**src/rtl/pipeline_hazard_ctrl.sv**
```systemverilog
// Hazard/stall controller for the 5-stage pipeline: load-use bubbles, branch/jump flushes,
// dmem wait freeze and wait watchdog. Optional HAZ_PERF_EN adds three event counters.
module pipeline_hazard_ctrl #(
  parameter int MAX_WAIT = 16,
  parameter int CNT_W    = 5
) (
  input  logic       clk,
  input  logic       reset,
  input  logic [4:0] id_rs,
  input  logic [4:0] id_rt,
  input  logic       id_uses_rt,
  input  logic       id_jump,
  input  logic       ex_mem_read,
  input  logic [4:0] ex_rt,
  input  logic       ex_branch_tkn,
  input  logic       dmem_req,
  input  logic       dmem_ready,
  output logic       pc_write,
  output logic       if_id_write,
  output logic       if_id_flush,
  output logic       id_ex_flush,
  output logic       pipe_freeze,
  output logic       mem_timeout,
  output logic [1:0] state
`ifdef HAZ_PERF_EN
  ,
  output logic [31:0] perf_lu_cnt,
  output logic [31:0] perf_flush_cnt,
  output logic [31:0] perf_wait_cnt
`endif
);

  typedef enum logic [1:0] {
    ST_RUN     = 2'd0,
    ST_DWAIT   = 2'd1,
    ST_TIMEOUT = 2'd2
  } state_t;

  localparam logic [CNT_W-1:0] MAX_WAIT_C = CNT_W'(MAX_WAIT);
  localparam logic [CNT_W-1:0] CNT_ONE_C  = CNT_W'(1);
  localparam logic [CNT_W-1:0] CNT_MAX_C  = {CNT_W{1'b1}};

  state_t           state_r;
  logic [CNT_W-1:0] wait_cnt_r;
  logic             mem_timeout_r;
  logic             load_use_s;
  logic             mem_stall_s;

  assign load_use_s  = ex_mem_read & (ex_rt != 5'd0) &
                       ((ex_rt == id_rs) | (id_uses_rt & (ex_rt == id_rt)));
  assign mem_stall_s = dmem_req & ~dmem_ready;
  assign state       = state_r;
  assign mem_timeout = mem_timeout_r;

  // Pipeline enables/flushes, decided in priority order from current state and hazards.
  always_comb begin
    pc_write    = 1'b0;
    if_id_write = 1'b0;
    if_id_flush = 1'b0;
    id_ex_flush = 1'b0;
    pipe_freeze = 1'b0;
    if (!reset) begin
      pc_write = 1'b0;
    end else begin
      case (state_r)
        ST_RUN: begin
          if (mem_stall_s) begin
            pipe_freeze = 1'b1;
          end else if (ex_branch_tkn) begin
            pc_write    = 1'b1;
            if_id_write = 1'b1;
            if_id_flush = 1'b1;
            id_ex_flush = 1'b1;
          end else if (id_jump) begin
            pc_write    = 1'b1;
            if_id_write = 1'b1;
            if_id_flush = 1'b1;
          end else if (load_use_s) begin
            id_ex_flush = 1'b1;
          end else begin
            pc_write    = 1'b1;
            if_id_write = 1'b1;
          end
        end
        ST_DWAIT:   pipe_freeze = 1'b1;
        ST_TIMEOUT: pipe_freeze = 1'b1;
        default:    pipe_freeze = 1'b1;
      endcase
    end
  end

  // Wait FSM with saturating wait counter and sticky watchdog flag.
  always_ff @(posedge clk or negedge reset) begin
    if (!reset) begin
      state_r       <= ST_RUN;
      wait_cnt_r    <= '0;
      mem_timeout_r <= 1'b0;
    end else begin
      case (state_r)
        ST_RUN: begin
          if (mem_stall_s) begin
            state_r    <= ST_DWAIT;
            wait_cnt_r <= CNT_ONE_C;
          end else begin
            state_r    <= ST_RUN;
            wait_cnt_r <= '0;
          end
        end
        ST_DWAIT: begin
          // The request stays outstanding while frozen, so ready alone ends the wait.
          if (dmem_ready) begin
            state_r    <= ST_RUN;
            wait_cnt_r <= '0;
          end else if (wait_cnt_r == MAX_WAIT_C) begin
            state_r       <= ST_TIMEOUT;
            mem_timeout_r <= 1'b1;
          end else if (wait_cnt_r != CNT_MAX_C) begin
            wait_cnt_r <= wait_cnt_r + CNT_ONE_C;
          end else begin
            wait_cnt_r <= wait_cnt_r;
          end
        end
        ST_TIMEOUT: begin
          state_r       <= ST_TIMEOUT;
          mem_timeout_r <= 1'b1;
        end
        default: begin
          // An unreachable encoding is treated as a fault: lock up frozen.
          state_r       <= ST_TIMEOUT;
          mem_timeout_r <= 1'b1;
        end
      endcase
    end
  end

`ifdef HAZ_PERF_EN
  logic lu_bubble_s;
  logic perf_run_s;

  assign perf_run_s  = (state_r != ST_TIMEOUT);
  assign lu_bubble_s = (state_r == ST_RUN) & ~mem_stall_s & ~ex_branch_tkn & ~id_jump & load_use_s;

  // Event counters; they wrap naturally and hold once the watchdog has fired.
  always_ff @(posedge clk or negedge reset) begin
    if (!reset) begin
      perf_lu_cnt    <= 32'd0;
      perf_flush_cnt <= 32'd0;
      perf_wait_cnt  <= 32'd0;
    end else if (perf_run_s) begin
      perf_lu_cnt    <= perf_lu_cnt    + {31'd0, lu_bubble_s};
      perf_flush_cnt <= perf_flush_cnt + {31'd0, if_id_flush};
      perf_wait_cnt  <= perf_wait_cnt  + {31'd0, (state_r == ST_DWAIT)};
    end else begin
      perf_lu_cnt    <= perf_lu_cnt;
      perf_flush_cnt <= perf_flush_cnt;
      perf_wait_cnt  <= perf_wait_cnt;
    end
  end
`endif

endmodule

```
**config.mk**
```make
export PLATFORM = sky130hd
export DESIGN_NAME = pipeline_hazard_ctrl
export DESIGN_NICKNAME = d
export VERILOG_FILES = /design/src/rtl/pipeline_hazard_ctrl.sv
export SDC_FILE = /design/constraint.sdc
export NUM_CORES = 1
export LEC_CHECK = 0
export ABC_AREA = 1
export BUFFER_PORTS_ARGS = -buffer_cell sky130_fd_sc_hd__buf_2
export CAP_MARGIN = 20
export CORE_MARGIN = 2
export CORE_UTILIZATION = 45
export CTS_BUF_LIST = sky130_fd_sc_hd__clkbuf_4 sky130_fd_sc_hd__clkbuf_8
export DETAILED_ROUTE_END_ITERATION = 6
export HOLD_SLACK_MARGIN = 0.05
export PLACE_DENSITY = 0.81
export SYNTH_ARGS = -nofsm -noshare
export SYNTH_HDL_FRONTEND = slang
export SYNTH_SLANG_ARGS = --single-unit
```
**constraint.sdc**
```tcl
create_clock -name clk -period 1.7 [get_ports clk]
set_input_delay 0.34 -clock clk [delete_from_list [all_inputs] [get_ports clk]]
set_output_delay 0.34 -clock clk [all_outputs]
set_load 0.02 [all_outputs]
```
==> impl_metrics.yaml, run 1 <==
place:
  io_buffers: 30
  routabilityCongestion: 0.856
  pre_cts_ws_ns: 0.134
  hpwlAfterDp_um: 1290
timing:
  tns_ns: 0
  setup_slack_ns: 0.118
  tightest_slew_ns: 0.251
  rsz0062_at_grt: "no"
  fmax_mhz: 632
  slew_viol_final: 0
  min_period_over_period: 0.931
  holdWs_ns: 0.423
  clock_skew_ns: 0.00590
  slew_headroom: 0.832
  setup_violations: 0
  min_period_ns: 1.58
  hold_viol_final: 0
yosys:
  synth_enable_flop_cells: 0
  synth_nets: 145
  ys_ff_latch: 8
  ys_seq_area_frac: 0.286
  synthFlopType: "dfrtp_1"
  synth_cell_types: 19
  synthArstFlopShare: 1.00
  synthTopCellsByArea: "dfrtp_1, nand2_1, inv_1"
  syn_inst: 119
  netlist_area_um2: 699
  yosysWarnings: 0
  synth.top_cells.by_count: "nand2_1, inv_1, nor2_1"
  synth_top_area_cell: "dfrtp_1"
  synth_top_area_share: 0.286
  yosysMostFrequentCell: "nand2_1"
  syn_area_per_cell_um2: 5.88
clock_network:
  cts_buffer_depth: 2
  cts_tree: "built"
  htreeDepth: 1
  insertion_delay_ns: 0.26
  cts.sinks: 8
  root_buffer: "clkbuf_4"
  post_cts_buffers: 0
  cts.clk_slew.worst_paths_ns: 0.05
  cts_made_buffers: 3
pwr:
  power_density_nw_per_um2: 532
  vdd_drop_max_uv: 682
  design_power_total_mw: 0.496
  p_leak_nw: 0.611
drt:
  drtPass1Iterations: 4
  drc_errors: 0
  avgViaCountPerCell: 4.71
  wl_per_cell_um: 9.19
  antenna_left: 0
  drt-total-wl_um: 1570
  drt_iter0_drc: 5
  vias: 805
worst_hold_path:
  hp-class: "in -> reg"
  whs_path_depth: 4
worst_setup_path:
  ff2ff_path_depth: 9
  cp_common_cell: "inv_1"
  crit_required_ns: 1.36
  critPathArrivalTime_ns: 1.24
  cpPeakStageDelay_ns: 0.42
  cp_max_fo: 5
  endpoint_kind: "primary output"
  setup.worst_path.class: "reg -> out"
  cp-start-kind: "flop"
  slowest_stage: "dfrtp_1"
  crit_chain: "nor2_2 > nand3_2 > inv_1 > nand2_1 > inv_1 > buf_2"
global_route:
  grt_max_degree: 7
  overflow: 0
  grt_usage: 0.196
  antenna_found_initial: 0
  grt_pass1_vias: 722
  grt_pass1_wl_um: 2680
die:
  start_util: 0.470
  die_w_um: 43.4
  die_area_um2: 1890
  core_um2: 1490
  die_height_um: 43.4
  ios: 31
  rows: 14
final_layout:
  final_nets: 183
  area_growth_pct: 33.3
  antennaDiodeCount: 0
  drive_above_1_share: 0.271
run_status:
  run_status: "finished clean"
job:
  drv_cap: 0
## worst paths after layout
path                                  to           from  slack (ns)
setup / recovery             if_id_write       state[0]        0.12
hold / removal                  state[0]     dmem_ready        0.42
setup reg to reg           wait_cnt_r[2]  wait_cnt_r[0]        0.20
hold reg to reg              mem_timeout    mem_timeout        0.48
max in group asynchronous    mem_timeout          reset        1.00
min in group asynchronous       state[1]          reset        0.49
## stage by stage
step / instances / utilization / instance area, um^2
final: 171 / 0.626 / 932
after global routing: 171 / 0.626 / 932
after CTS: 171 / 0.618 / 920
after detailed placement: 166 / 0.589 / 877
after global placement: 166 / 0.589 / 877
after floorplan: 119 / - / 699
## layout by cell type (no fill, tap or decap), drive strengths merged
master        n
or2           1
o32ai         1
nand4         2
a21boi        1
nor2         12
ha            3
dfrtp         8
inv          29
o21ai         5
xnor2         1
nor3          2
nand3         9
dlygate4sd3   2
clkbuf        3
nand2        40
a21oi         4
buf          32
## cell families after synthesis
| logic type | synth area share |
|---|---|
| xor+xnor | 0.0125 |
| compound gates | 0.0930 |
| flops | 0.286 |
| simple gates | 0.388 |
| buf+inv | 0.166 |
| fa+ha+maj | 0.0537 |
## critical path: cells and delay by family, from the launching register on
| kind | cells | cell delay (ns) |
|---|---|---|
| buffers and inverters | 3 | 0.28 |
| flip-flops | 1 | 0.42 |
| AND/OR/NAND/NOR | 3 | 0.28 |
## state kept, by name (all words and copies together), names as in the netlist
register	cells
wait_cnt_r	5
state	2
mem_timeout	1
## layer usage
metal / wire [um] / track usage / vias up
met1: 672 / 0.213 / 340
met5: 0 / 0 / -
li1: - / - / 432
met3: 97 / 0.0708 / 8
met4: 61 / 0.121 / 0
met2: 741 / 0.322 / 25
## where the power goes
group          internal (mW)  switching (mW)
clock network         0.0809          0.0666
logic                 0.0602          0.0845
registers              0.197         0.00664
## layout make-up
cell class | instances | area [um^2]
clock buffers | 3 | 22.5
well taps | 16 | 20.0
repair buffers | 34 | 185
fillers | 147 | 557
inverters | 29 | 109
flip-flops and latches | 8 | 200
multi-input cells | 81 | 395
## timing repair
action | in CTS | in global routing
setup endpoints to repair | 0 | 6
endpoints found under the hold margin | 2 | 0
hold buffers | 2 | 0
gates resized for setup | 0 | 3
Power figures use the tool's default switching activity.
==> run 2: changes to the inputs <==
--- a/config.mk
+++ b/config.mk
@@ -14,6 +14,7 @@
 export DETAILED_ROUTE_END_ITERATION = 6
 export HOLD_SLACK_MARGIN = 0.05
 export PLACE_DENSITY = 0.81
+export REMOVE_ABC_BUFFERS = 1
 export SYNTH_ARGS = -nofsm -noshare
 export SYNTH_HDL_FRONTEND = slang
 export SYNTH_SLANG_ARGS = --single-unit
==> impl_metrics.yaml, run 2 (synthesized netlist as in run 1, its figures left out) <==
place:
  dp_cells: 165
  pre_cts_ws_ns: 0.114
  routabilityCongestion: 0.873
  io_buffers: 30
  placed_area_um2: 870
  hpwlAfterDp_um: 1360
final_layout:
  multi_input_area_um2: 395
  fin_util: 0.625
  final_nets: 183
  instances_no_fill: 171
  nFillCells: 136
  drive_above_1_share: 0.290
  antennaDiodeCount: 0
  regMostFlops: "wait_cnt_r"
  area_growth_pct: 33.1
  largest_reg_flops: 5
  mostFrequentLayoutCell: "nand2_1"
  regArea_um2: 201
  finalInstanceArea_um2: 931
  final_cell_mix: "nand2_1, buf_2, inv_1"
global_route:
  antenna_found_initial: 0
  overflow: 0
  grt_max_degree: 9
  grt_usage: 0.189
  grt_pass1_wl_um: 2660
  grt_pass1_vias: 668
timing:
  min_period_over_period: 0.953
  hold_viol_final: 0
  setup_slack_ns: 0.0799
  setup_violations: 0
  slew_headroom: 0.829
  tightest_slew_ns: 0.255
  fmax_mhz: 617
  clock_skew_ns: 0.000449
  slew_viol_final: 0
  holdWs_ns: 0.450
  rsz0062_at_grt: "no"
  min_period_ns: 1.62
  tns_ns: 0
clock_network:
  insertion_delay_ns: 0.25
  cts_made_buffers: 3
  cts.sinks: 8
  cts.clk_slew.worst_paths_ns: 0.05
  root_buffer: "clkbuf_4"
  htreeDepth: 1
  cts_buffer_depth: 2
  cts_tree: "built"
worst_setup_path:
  endpoint_kind: "primary output"
  crit_required_ns: 1.36
  ff2ff_path_depth: 9
  critPathArrivalTime_ns: 1.28
  cp-start-kind: "flop"
  cp_max_fo: 6
  r2r_end: "wait_cnt_r[2]"
  regToRegSetupSlack_ns: 0.17
  setup.worst_path.class: "reg -> out"
  r2r-start: "wait_cnt_r[0]"
worst_hold_path:
  min_from: "dmem_ready"
  min_to: "state[0]"
  whs_path_depth: 4
  hp-class: "in -> reg"
run_status:
  run_status: "finished clean"
die:
  die_area_um2: 1890
  start_util: 0.470
  die_w_um: 43.4
  ios: 31
  rows: 14
  die_height_um: 43.4
  core_um2: 1490
drt:
  drtPass1Iterations: 4
  drt_iter0_drc: 15
  drc_errors: 0
  drt-total-wl_um: 1630
  wl_per_cell_um: 9.56
  vias: 822
  antenna_left: 0
  avgViaCountPerCell: 4.81
pwr:
  p_leak_nw: 0.611
  design_power_total_mw: 0.494
  vdd_drop_max_uv: 411
  power_density_nw_per_um2: 530
job:
  drv_cap: 0
run 2: what timing repair did:
action | CTS | global route
hold endpoints to repair | 8 | 0
hold buffers | 1 | 0
buffers inserted | 0 | 2
setup endpoints to repair | 0 | 4
gates resized for setup | 0 | 5
run 2: critical path, stage by stage (launching register included):
cell and delay, ns:
dfrtp_2 0.44, nor2_2 0.15, nand3_2 0.11, inv_1 0.06, nand2_1 0.05, inv_1 0.06
buf_2 0.15
run 2: area by class of cell:
| class | instances | share of cell area |
|---|---|---|
| multi-input cells | 81 | 0.425 |
| inverters | 29 | 0.117 |
| repair buffers | 34 | 0.196 |
| clock buffers | 3 | 0.0242 |
| flip-flops and latches | 8 | 0.216 |
| well taps | 16 | 0.0215 |
run 2: routing by layer:
layer  vias to the layer above  routed length (um)  global-route usage
met5                         -                   0                   0
met4                         0                  21              0.0909
met3                         4                  83              0.0250
met2                        23                 820               0.325
met1                       359                 708               0.233
li1                        436                   -                   -
run 2: report_power, final:
part	internal [mW]	total, mW	switching (mW)	leakage [nW]
registers	0.197	0.204	0.00720	0.107
logic	0.0594	0.147	0.0872	0.490
clock network	0.0806	0.143	0.0620	0.0138
total	0.337	0.494	0.156	0.611
run 2: how the worst max path moves through the flow:
stage               slack (ns)  startpoint  cells past startpoint           to
floorplan                 0.23    state[1]                      3  if_id_flush
global placement          0.14    ex_rt[3]                     10  id_ex_flush
detailed placement        0.11    ex_rt[3]                     10  id_ex_flush
CTS                       0.03    state[1]                      6  if_id_write
global route             0.001    state[1]                      6  if_id_write
finish                    0.08    state[1]                      6  if_id_write
==> run 3: changes to the inputs <==
--- a/config.mk
+++ b/config.mk
@@ -9,12 +9,13 @@
 export BUFFER_PORTS_ARGS = -buffer_cell sky130_fd_sc_hd__buf_2
 export CAP_MARGIN = 20
 export CORE_MARGIN = 2
-export CORE_UTILIZATION = 45
+export CORE_UTILIZATION = 43
 export CTS_BUF_LIST = sky130_fd_sc_hd__clkbuf_4 sky130_fd_sc_hd__clkbuf_8
 export DETAILED_ROUTE_END_ITERATION = 6
 export HOLD_SLACK_MARGIN = 0.05
 export PLACE_DENSITY = 0.81
 export REMOVE_ABC_BUFFERS = 1
+export SETUP_SLACK_MARGIN = 0.5
 export SYNTH_ARGS = -nofsm -noshare
 export SYNTH_HDL_FRONTEND = slang
 export SYNTH_SLANG_ARGS = --single-unit
==> constraint.sdc (replaced) <==
create_clock -name clk -period 1.49 [get_ports clk]
set_input_delay 0.298 -clock clk [delete_from_list [all_inputs] [get_ports clk]]
set_output_delay 0.298 -clock clk [all_outputs]
set_load 0.02 [all_outputs]
==> impl_metrics.yaml, run 3 (synthesized netlist as in run 1, its figures left out) <==
run_status:
  run_status: "finished, violations left"
  violations: "negative setup slack"
drt:
  met1Wirelength_um: 1050
  top_layer_used: "met4"
  route.met2.wl_um: 1550
  wl_per_cell_um: 16.1
  drt_iter0_drc: 39
  drtPass1Iterations: 4
  antenna_left: 0
  drt-total-wl_um: 2950
  drc_errors: 0
  avgViaCountPerCell: 5.61
  vias: 1026
  wl_met3_um: 221
timing:
  clock_skew_ns: 0.00606
  tns_ns: -0.596
  tightest_slew_ns: 0.345
  setup_slack_ns: -0.0967
  min_period_over_period: 1.06
  hold_viol_final: 0
  slew_viol_final: 0
  rsz0062_at_grt: "yes"
  setup_violations: 10
  slew_headroom: 0.769
  holdWs_ns: 0.442
  min_period_ns: 1.59
  fmax_mhz: 630
place:
  io_buffers: 30
  placed_area_um2: 892
  pre_cts_ws_ns: -0.0293
  routabilityCongestion: 0.871
  dp_cells: 168
  hpwlAfterDp_um: 1480
final_layout:
  instances_no_fill: 183
  largest_reg_flops: 5
  final_nets: 195
  final_cell_mix: "nand2_1, buf_6, inv_1"
  mostFrequentLayoutCell: "nand2_1"
  area_growth_pct: 76.6
  regMostFlops: "wait_cnt_r"
  antennaDiodeCount: 0
  drive_above_1_share: 0.515
  finalInstanceArea_um2: 1230
  fin_util: 0.810
global_route:
  grt_max_degree: 7
  antenna_found_initial: 0
  grt_pass1_vias: 993
  grt_pass1_wl_um: 4020
  overflow: 0
  grt_usage: 0.275
worst_hold_path:
  min_from: "dmem_ready"
  hp-class: "in -> reg"
worst_setup_path:
  setup.worst_path.class: "reg -> out"
  crit_required_ns: 1.19
  cpPeakStageDelay_ns: 0.41
  cp_common_cell: "inv_2"
  cp_max_fo: 3
  endpoint_kind: "primary output"
  cp-startpoint: "state[1]"
  r2r-start: "wait_cnt_r[0]"
  cp-start-kind: "flop"
  slowest_stage: "dfrtp_1"
  critPathArrivalTime_ns: 1.29
  crit_chain: "nor2_2 > nand3_2 > inv_2 > nand2_2 > inv_2 > buf_6"
die:
  die_w_um: 44.3
  die_area_um2: 1970
  ios: 31
  start_util: 0.459
  core_um2: 1520
  rows: 14
  die_height_um: 44.3
pwr:
  seqPwrFrac: 0.335
  p_clk_frac: 0.252
  power_density_nw_per_um2: 561
  design_power_total_mw: 0.693
  p_sw_mw: 0.238
  internal-power_mw: 0.455
  swShare: 0.343
  vdd_drop_max_uv: 583
  pwr-share-comb: 0.413
  p_leak_nw: 0.712
clock_network:
  cts_buffer_depth: 2
  insertion_delay_ns: 0.25
  cts.sinks: 8
  htreeDepth: 1
  cts_made_buffers: 3
  cts_tree: "built"
  root_buffer: "clkbuf_4"
  cts.clk_slew.worst_paths_ns: 0.06
job:
  drv_cap: 0
## run 3: repair_timing
action	4_1_cts	5_1_grt
resized for setup	51	24
setup buffers	6	5
setup endpoints to repair	16	16
hold buffers	1	0
pin swaps	23	16
hold endpoints to repair	8	0
## run 3: layer usage
| metal | global-route usage | up-vias |
|---|---|---|
| met5 | 0 | - |
| met1 | 0.298 | 471 |
| met3 | 0.0245 | 17 |
| li1 | - | 459 |
| met4 | 0.109 | 0 |
| met2 | 0.538 | 79 |
## run 3: area by class of cell
class | instances | area [um^2]
tap | 16 | 20.0
clock buffer | 3 | 22.5
fill | 93 | 289
timing repair buffer | 46 | 398
multi-input combinational | 81 | 480
inverter | 29 | 114
sequential | 8 | 200
## run 3: critical path: cells and delay by family, from the launching register on
kind          cells  cell delay [ns]
buf+inv           3             0.26
flops             1             0.41
simple gates      3             0.37
## run 3: power by group through the flow
stage	Sequential, mW	Combinational, mW	Clock [mW]
4_1_cts	0.230	0.237	0.167
3_5_place_dp	0.235	0.171	0
3_3_place_gp	0.234	0.163	0
6_report	0.232	0.286	0.174
2_1_floorplan	0.239	0.0885	0
5_1_grt	0.232	0.304	0.182
## run 3: final timing paths
check                                     end  slack [ns]  cells past startpoint
worst min register to register    mem_timeout        0.55                      1
min in group asynchronous            state[1]        0.47                      2
worst min-delay path                 state[0]        0.44                      4
max in group asynchronous       wait_cnt_r[2]        0.66                      3
worst max register to register  wait_cnt_r[3]       -0.09                      9
worst max-delay path              if_id_write        -0.1                      6
